[src/rtl/seg7_scan3.sv]
// rtl/seg7_scan3.sv - three-digit multiplexed 7-segment driver with per-frame snapshot
// Optional leading-zero blanking on the upper two digits: define SEG_LZB_EN.
module seg7_scan3 #(
  parameter int SCAN_DIV = 50000
) (
  input  logic       Clk,
  input  logic       Reset,
  input  logic [3:0] Digit0,
  input  logic [3:0] Digit1,
  input  logic [3:0] Digit2,
  input  logic       DispEn,
  output logic [6:0] Seg,
  output logic [2:0] An,
  output logic       FrameTick
);

  localparam int PW = (SCAN_DIV > 1) ? $clog2(SCAN_DIV) : 1;
  localparam logic [PW-1:0] PRESC_LAST = PW'(SCAN_DIV - 1);
  localparam logic [6:0] SEG_BLANK = 7'b1111111;

  typedef enum logic [1:0] {
    S_LOAD = 2'd0,
    S_D0   = 2'd1,
    S_D1   = 2'd2,
    S_D2   = 2'd3
  } state_t;

  state_t        state_q;
  logic [PW-1:0] presc_q;
  logic [3:0]    snap0_q, snap1_q, snap2_q;
  logic [6:0]    seg_q;
  logic [2:0]    an_q;
  logic          tick_q;

  logic          presc_done;
  logic [6:0]    seg_d0, seg_d1, seg_d2, seg_load;

  function automatic logic [6:0] decode(input logic [3:0] v);
    case (v)
      4'd0:    decode = 7'b1000000;
      4'd1:    decode = 7'b1111001;
      4'd2:    decode = 7'b0100100;
      4'd3:    decode = 7'b0110000;
      4'd4:    decode = 7'b0011001;
      4'd5:    decode = 7'b0010010;
      4'd6:    decode = 7'b0000010;
      4'd7:    decode = 7'b1111000;
      4'd8:    decode = 7'b0000000;
      4'd9:    decode = 7'b0010000;
      default: decode = 7'b0111111;
    endcase
  endfunction

  assign presc_done = (presc_q == PRESC_LAST);
  assign seg_load   = decode(Digit0);
  assign seg_d0     = decode(snap0_q);

`ifdef SEG_LZB_EN
  // Middle digit blanks only when the whole upper part is zero.
  assign seg_d2 = (snap2_q == 4'd0) ? SEG_BLANK : decode(snap2_q);
  assign seg_d1 = ((snap2_q == 4'd0) && (snap1_q == 4'd0)) ? SEG_BLANK : decode(snap1_q);
`else
  assign seg_d2 = decode(snap2_q);
  assign seg_d1 = decode(snap1_q);
`endif

  always_ff @(posedge Clk or posedge Reset) begin
    if (Reset) begin
      state_q <= S_LOAD;
      presc_q <= '0;
      snap0_q <= 4'd0;
      snap1_q <= 4'd0;
      snap2_q <= 4'd0;
      seg_q   <= SEG_BLANK;
      an_q    <= 3'b111;
      tick_q  <= 1'b0;
    end else begin
      tick_q <= 1'b0;
      case (state_q)
        S_LOAD: begin
          // Segments come straight from Digit0 since the snapshot is loading on this edge.
          state_q <= S_D0;
          presc_q <= '0;
          snap0_q <= Digit0;
          snap1_q <= Digit1;
          snap2_q <= Digit2;
          seg_q   <= seg_load;
          an_q    <= DispEn ? 3'b110 : 3'b111;
        end
        S_D0: begin
          if (presc_done) begin
            state_q <= S_D1;
            presc_q <= '0;
            seg_q   <= seg_d1;
            an_q    <= DispEn ? 3'b101 : 3'b111;
          end else begin
            presc_q <= presc_q + PW'(1);
            seg_q   <= seg_d0;
            an_q    <= DispEn ? 3'b110 : 3'b111;
          end
        end
        S_D1: begin
          if (presc_done) begin
            state_q <= S_D2;
            presc_q <= '0;
            seg_q   <= seg_d2;
            an_q    <= DispEn ? 3'b011 : 3'b111;
          end else begin
            presc_q <= presc_q + PW'(1);
            seg_q   <= seg_d1;
            an_q    <= DispEn ? 3'b101 : 3'b111;
          end
        end
        default: begin
          if (presc_done) begin
            state_q <= S_LOAD;
            presc_q <= '0;
            seg_q   <= SEG_BLANK;
            an_q    <= 3'b111;
            tick_q  <= 1'b1;
          end else begin
            presc_q <= presc_q + PW'(1);
            seg_q   <= seg_d2;
            an_q    <= DispEn ? 3'b011 : 3'b111;
          end
        end
      endcase
    end
  end

  assign Seg       = seg_q;
  assign An        = an_q;
  assign FrameTick = tick_q;

endmodule

[config.mk]
export PLATFORM = sky130hd
export DESIGN_NAME = seg7_scan3
export DESIGN_NICKNAME = d
export VERILOG_FILES = /design/src/rtl/seg7_scan3.sv
export SDC_FILE = /design/constraint.sdc
export NUM_CORES = 1
export LEC_CHECK = 0
export ABC_AREA = 1
export ABC_CLOCK_PERIOD_IN_PS = 4100
export BUFFER_PORTS_ARGS = -buffer_cell sky130_fd_sc_hd__buf_4
export CAP_MARGIN = 20
export CORE_ASPECT_RATIO = 1.25
export CORE_MARGIN = 2
export CORE_UTILIZATION = 40
export CTS_CLUSTER_DIAMETER = 80
export DETAILED_ROUTE_END_ITERATION = 8
export GPL_TIMING_DRIVEN = 0
export HOLD_SLACK_MARGIN = 0.12
export PLACE_DENSITY = 0.68
export SETUP_SLACK_MARGIN = 0.5
export SLEW_MARGIN = 20
export SYNTH_ARGS = -nofsm -noshare
export SYNTH_HDL_FRONTEND = slang
export SYNTH_SLANG_ARGS = --single-unit
[constraint.sdc]
create_clock -name Clk -period 4.1 [get_ports Clk]
set_input_delay 0.82 -clock Clk [delete_from_list [all_inputs] [get_ports Clk]]
set_output_delay 0.82 -clock Clk [all_outputs]
set_load 0.005 [all_outputs]
==> results of run 1 <==
==> sequential cells by signal, indices dropped and copies added, names as in the netlist <==
name	count
snap0_q	4
snap1_q	4
An	3
state_q	2
snap2_q	4
presc_q	16
FrameTick	1
Seg	7
==> layout by cell type (no fill, tap or decap), drive strengths merged, types with 12 or more instances in the layout <==
master and instances:
clkbuf 13, o21ai 30, a21oi 12, nand3 49, inv 46, nor2 30, buf 30, nand2 148
dfrtp 31, ha 29, nor3 12
==> area by class of cell <==
type,count,area share
Timing Repair Buffer,26,0.0607
Inverter,47,0.0516
Sequential cell,41,0.304
Clock buffer,8,0.0263
Multi-Input combinational cell,325,0.509
Buffer,9,0.0150
Tap cell,92,0.0337
==> worst min path at each step <==
stage	endpoint	depth (start not counted)
3_3_place_gp	presc_q[0]	1
5_1_grt	snap0_q[1]	2
4_1_cts	presc_q[0]	1
3_5_place_dp	presc_q[0]	1
2_1_floorplan	presc_q[0]	1
6_report	presc_q[0]	1
==> through the flow <==
stage	instances	setup WS [ps]	power, mW	area, µm²
floorplan	422	2350	0.510	3010
global placement	539	1770	0.551	3310
detailed placement	540	2130	0.556	3330
CTS	548	2350	0.834	3420
global route	548	2160	0.871	3420
finish	548	2340	0.822	3420
==> layer usage <==
layer / global-route usage / vias to the layer above / share of wire
met5: 0 / - / 0
met2: 0.316 / 36 / 0.51
met3: 0.0341 / 12 / 0.028
met1: 0.211 / 1226 / 0.44
met4: 0.0691 / 0 / 0.025
li1: - / 1412 / -
==> power breakdown <==
part           switching, mW  leakage (nW)  internal [mW]  total (mW)
clock network          0.136        0.0455          0.137       0.273
registers            0.00921         0.496          0.421       0.430
logic                 0.0707          1.24         0.0475       0.118
total                  0.216          1.78          0.606       0.822
==> worst register-to-register path: cells and delay by family, from the launching register on <==
kind	cells	cell delay, ps
buffers and inverters	1	160
AO/OA/AOI/OAI	2	160
flip-flops	1	370
AND/OR/NAND/NOR	4	720
adder cells (fa/ha/maj)	1	230
==> kinds of logic (layout without fill, tap and decap cells) <==
group,Yosys count,count (layout),synth area share
AO/OA/AOI/OAI,49,49,0.0911
buffers and inverters,56,90,0.0757
flip-flops,41,41,0.345
adder cells (fa/ha/maj),29,29,0.121
AND/OR/NAND/NOR,244,244,0.359
XOR/XNOR,3,3,0.00874
==> flow_metrics.tcl, run 1 <==
set metrics [dict create \
    grt_start_max_net_pins 30 \
    crit_buf_inv 1 \
    nets 499 \
    tightest_slew_ps 646 \
    synthToLayoutAreaGrowth_pct 13.7 \
    grt_pass1_vias 2604 \
    fin_util 0.468 \
    r2r_start "presc_q[0]" \
    die_w_um 81.6 \
    antenna_left 0 \
    status "finished, final reports clean" \
    ff_latch_area_um2 1040 \
    post-cts-setup-buffers 0 \
    fillCellCount 715 \
    crit_required_ps 4280 \
    clock_sinks 41 \
    cts.path.max_buffers 2 \
    critPathLaunch "presc_q[0]" \
    ys_warn_count 0 \
    end_kind "register" \
    power_density_nw_per_um2 240 \
    maxSlewHeadroom 0.569 \
    place_hpwl_mm 5.27 \
    path_max_fanout 9 \
    hold_ws_ps 461 \
    reg2reg_depth 8 \
    diodes 0 \
    drc_errors 0 \
    wl_mm 6.69 \
    async_reset_ff_frac 1.00 \
    finalSetupTns_ps 0 \
    synth_most_common_cell "nand2_1" \
    via_count 2686 \
    drive_above_1_share 0.132 \
    hold_viol 0 \
    portBuffers 25 \
    cpMaxStageDelayCell "dfrtp_1" \
    syn_area_um2 3010 \
    setup_violations 0 \
    cts_tree "done" \
    rsz0062_at_grt "no" \
    synth_edf_count 0 \
    synth_common_cells "nand2_1, nand3_1, inv_1" \
    fp-row-count 35 \
    htreeDepth 2 \
    reg2reg_to "presc_q[6]" \
    drt_iter0_drc 96 \
    synth_cell_types 32 \
    synth_area_leaders "dfrtp_1, nand2_1, ha_1, dfstp_2, nand3_1" \
    yosysSeqAreaShare 0.345 \
    cts_resized 0 \
    core-area_um2 7310 \
    wl_per_cell_um 12.2 \
    finalCritPeriodShare 0.428 \
    multiInputGateArea_um2 1740 \
    hold_buffers 0 \
    grt_pass1_wl_mm 11.5 \
    cp-start-kind "register" \
    overflow 0 \
    fmaxAchievable_mhz 569 \
    io_pins 26 \
    worstHoldPathType "reg -> reg" \
    finClkSkew_ps 5.61 \
    max_stage_delay_ps 370 \
    ys_seq_elements 41 \
    yosys.area.top_type "dfrtp_1" \
    numCtsBuffers 5 \
    drt-vias-per-instance 4.90 \
    clockRootBuffer "clkbuf_8" \
    path_depth 8 \
    die_h_um 101 \
    arrival_ps 1940 \
    ir_worst_vdd_mv 0.148 \
    ys.flop_type "dfrtp_1" \
    synth_top_area_frac 0.258 \
    power_leakage_nw 1.78 \
    globalRouteTotalUtil 0.179 \
    hp-start "presc_q[0]" \
    synth_cells 422 \
    cp_top_family "simple AND/OR/NAND/NOR gates" \
    clock_latency_ps 290 \
    gp_congestion 0.903 \
    final_max_slew_viol_count 0 \
    start_util 0.411 \
    crit_type "reg -> reg" \
    syn-num-nets 466 \
    maxCapViolCount 0 \
    crit_path_end "presc_q[6]" \
    crit_chain "ha_1 > nand3_4 > nor2_8 > nand2_4 > nand2_2 > inv_1 > o21ai_0 > a21oi_1" \
    die_area_um2 8230 \
    r2r_slack_ps 2340 \
    min_period_ps 1760 \
    avgSynthCellArea_um2 7.13 \
    path_clk_slew_ps 80 \
    drt_first_pass_iters 5 \
    grt_antenna_before_repair 0 \
]
Note: power is estimated with default switching activity, not from simulation.
==> run 2, diff against run 1 <==
- ABC_AREA: 1 -> 0
- ABC_CLOCK_PERIOD_IN_PS: 4100 -> 1600
- PLACE_DENSITY: 0.68 -> 0.71
- clock period: 4.1 -> 1.6 ns (I/O delays scaled with it)
==> run 2 against run 1 <==
- the run now ends with negative setup slack left
- cell area is 24% higher
- cell count is 12% lower
- hold slack worse by 270 ps
- register-to-register slack worse by 2600 ps
- clock-buffer cell count is 3 lower
- sequential share of layout area is 5.7 points lower
- synthesized cell count is 23% lower
- via count is 2.9% lower
- clock skew is 4.5 ps higher
- largest cell class unchanged
- largest power group unchanged
==> flow_metrics.tcl, run 2 <==
set metrics [dict create \
    cpMaxStageDelayCell "dfrtp_1" \
    via_count 2609 \
    maxCapViolCount 0 \
    ys.flop_type "dfrtp_1" \
    crit_chain "ha_2 > and3_4 > buf_6 > and4_4 > buf_12 > nor3_4 > o21ai_1 > a32oi_1" \
    die_h_um 99.4 \
    status "complete, but fails checks" \
    avgSynthCellArea_um2 8.90 \
    grt_antenna_before_repair 0 \
    setup_violations 26 \
    place_hpwl_mm 5.01 \
    antenna_left 0 \
    rsz0062_at_grt "yes" \
    finalCritPeriodShare 1.15 \
    drive_above_1_share 0.474 \
    drc_errors 0 \
    portBuffers 25 \
    hold_buffers 0 \
    ys_warn_count 0 \
    reg2reg_depth 8 \
    reg2reg_to "Seg[3]" \
    arrival_ps 2040 \
    p_sw_frac 0.274 \
    htreeDepth 2 \
    overflow 0 \
    clock_sinks 41 \
    grt_pass1_vias 2453 \
    synth_edf_count 0 \
    start_util 0.415 \
    ys_seq_elements 41 \
    fmaxAchievable_mhz 545 \
    synth_common_cells "nand2_1, dfrtp_1, ha_1" \
    grt_pass1_wl_mm 12.1 \
    end_kind "register" \
    globalRouteTotalUtil 0.193 \
    crit_type "reg -> reg" \
    finClkSkew_ps 10.1 \
    async_reset_ff_frac 1.00 \
    ir_worst_vdd_mv 0.314 \
    grt_start_max_net_pins 42 \
    max_stage_delay_ps 400 \
    fillCellCount 579 \
    nets 433 \
    final_cell_mix "buf_4, dfrtp_1, ha_1" \
    path_max_fanout 8 \
    synth_cells 327 \
    stdcell_count 480 \
    diodes 0 \
    cts_tree "done" \
    syn-num-nets 371 \
    core-area_um2 7020 \
    synthToLayoutAreaGrowth_pct 45.4 \
    hold_viol 0 \
    crit_required_ps 1810 \
    clock_latency_ps 310 \
    maxSlewHeadroom 0.404 \
    p_int_mw 1.71 \
    io_pins 26 \
    seqPwrFrac 0.468 \
    clock_power_share 0.376 \
    wl_mm 7.74 \
    yosysSeqAreaShare 0.357 \
    gp_congestion 0.876 \
    clockRootBuffer "clkbuf_8" \
    power_density_nw_per_um2 557 \
    numCtsBuffers 5 \
    path_clk_slew_ps 90 \
    die_area_um2 7980 \
    worstHoldPathType "in -> async" \
    die_w_um 80.3 \
    drt_first_pass_iters 4 \
    critPathLaunch "presc_q[0]" \
    drt-vias-per-instance 5.44 \
    synth_most_common_cell "nand2_1" \
    r2r_start "presc_q[0]" \
    wl_per_cell_um 16.1 \
    syn_area_um2 2910 \
    synth_cell_types 48 \
    p_comb_frac 0.156 \
    fp-row-count 34 \
    r2r_slack_ps -230 \
    violations "negative setup slack" \
    final_max_slew_viol_count 0 \
    tightest_slew_ps 891 \
    power.switching_mw 0.646 \
    finalSetupTns_ps -2260 \
    power_leakage_nw 1.79 \
    cts.path.max_buffers 2 \
    drt_iter0_drc 113 \
    synth_area_leaders "dfrtp_1, ha_1, dfstp_2, o21ai_0, nand2_1" \
    dp_cells 442 \
    top_register "presc_q" \
    synth_top_area_frac 0.266 \
    final_common_cell "buf_4" \
    largest_reg_flops 16 \
    timing.final.ws_setup_ps -234 \
    cp-start-kind "register" \
    min_period_ps 1830 \
    crit_path_end "Seg[3]" \
    yosys.area.top_type "dfrtp_1" \
]
run 2: through the flow:
step                      total power, mW  hold slack [ps]  cell area (µm²)  utilization  setup slack (ps)
after global routing                 2.46              212             4230        0.603              -311
after floorplan                      1.30              301             3050            -             -44.2
final                                2.36              187             4230        0.603              -234
after global placement               1.41              437             3350        0.478              -394
after detailed placement             1.42              449             3350        0.478              -381
after CTS                            2.33              222             3950        0.562              -155
run 2: how the worst min path moves through the flow:
stage	startpoint	end	slack, ps	cells past startpoint
2_1_floorplan	Reset	FrameTick	300	1
3_3_place_gp	presc_q[0]	presc_q[0]	440	1
3_5_place_dp	presc_q[0]	presc_q[0]	450	1
4_1_cts	Digit1[1]	snap1_q[1]	220	3
5_1_grt	Digit1[0]	snap1_q[0]	210	3
6_report	Reset	snap1_q[2]	190	2
run 2: routing by layer:
metal,GRT usage,share of wire,vias to the layer above
li1,-,-,1259
met1,0.234,0.40,1273
met2,0.344,0.54,64
met3,0.0318,0.043,13
met4,0.0613,0.018,0
met5,0,0,-
run 2: layout make-up:
| class | instances | area, µm² | share of cell area |
|---|---|---|---|
| clock inverter | 3 | 46.3 | 0.0109 |
| timing repair buffer | 55 | 557 | 0.132 |
| tap | 90 | 113 | 0.0266 |
| clock buffer | 5 | 68.8 | 0.0163 |
| sequential | 41 | 1040 | 0.246 |
| multi-input combinational | 247 | 2100 | 0.496 |
| buffer | 20 | 229 | 0.0541 |
| inverter | 19 | 75.1 | 0.0177 |
run 2: what timing repair did:
| item | 4_1_cts | 5_1_grt |
|---|---|---|
| gates cloned | 2 | 0 |
| hold endpoints to repair | 0 | 0 |
| endpoints found under the setup margin | 52 | 52 |
| resized for setup | 65 | 62 |
| pin swaps | 20 | 21 |
| buffers inserted | 23 | 5 |
run 2: kinds of logic after synthesis:
logic type                 after synthesis  share of synthesized area
xor gates and xnor gates                12                     0.0361
and+or+nand+nor                        125                      0.227
AOI/OAI and AO/OA                       74                      0.160
DFF                                     41                      0.357
muxes                                    7                     0.0271
adders and majority gates               29                      0.125
buffers and inverters                   39                     0.0688
run 2: critical path: cells and delay by family (launching register included):
family                     cells  cell delay (ps)
AOI/OAI and AO/OA              2              370
adders and majority gates      1              180
buffers and inverters          2              260
DFF                            1              400
and+or+nand+nor                3              500
run 2: power by group through the flow:
stage	clock [mW]	combinational (mW)	sequential (mW)
after floorplan	0	0.187	1.12
after global placement	0	0.293	1.12
after detailed placement	0	0.300	1.12
after CTS	0.890	0.339	1.10
after global routing	0.941	0.408	1.11
final	0.887	0.368	1.10
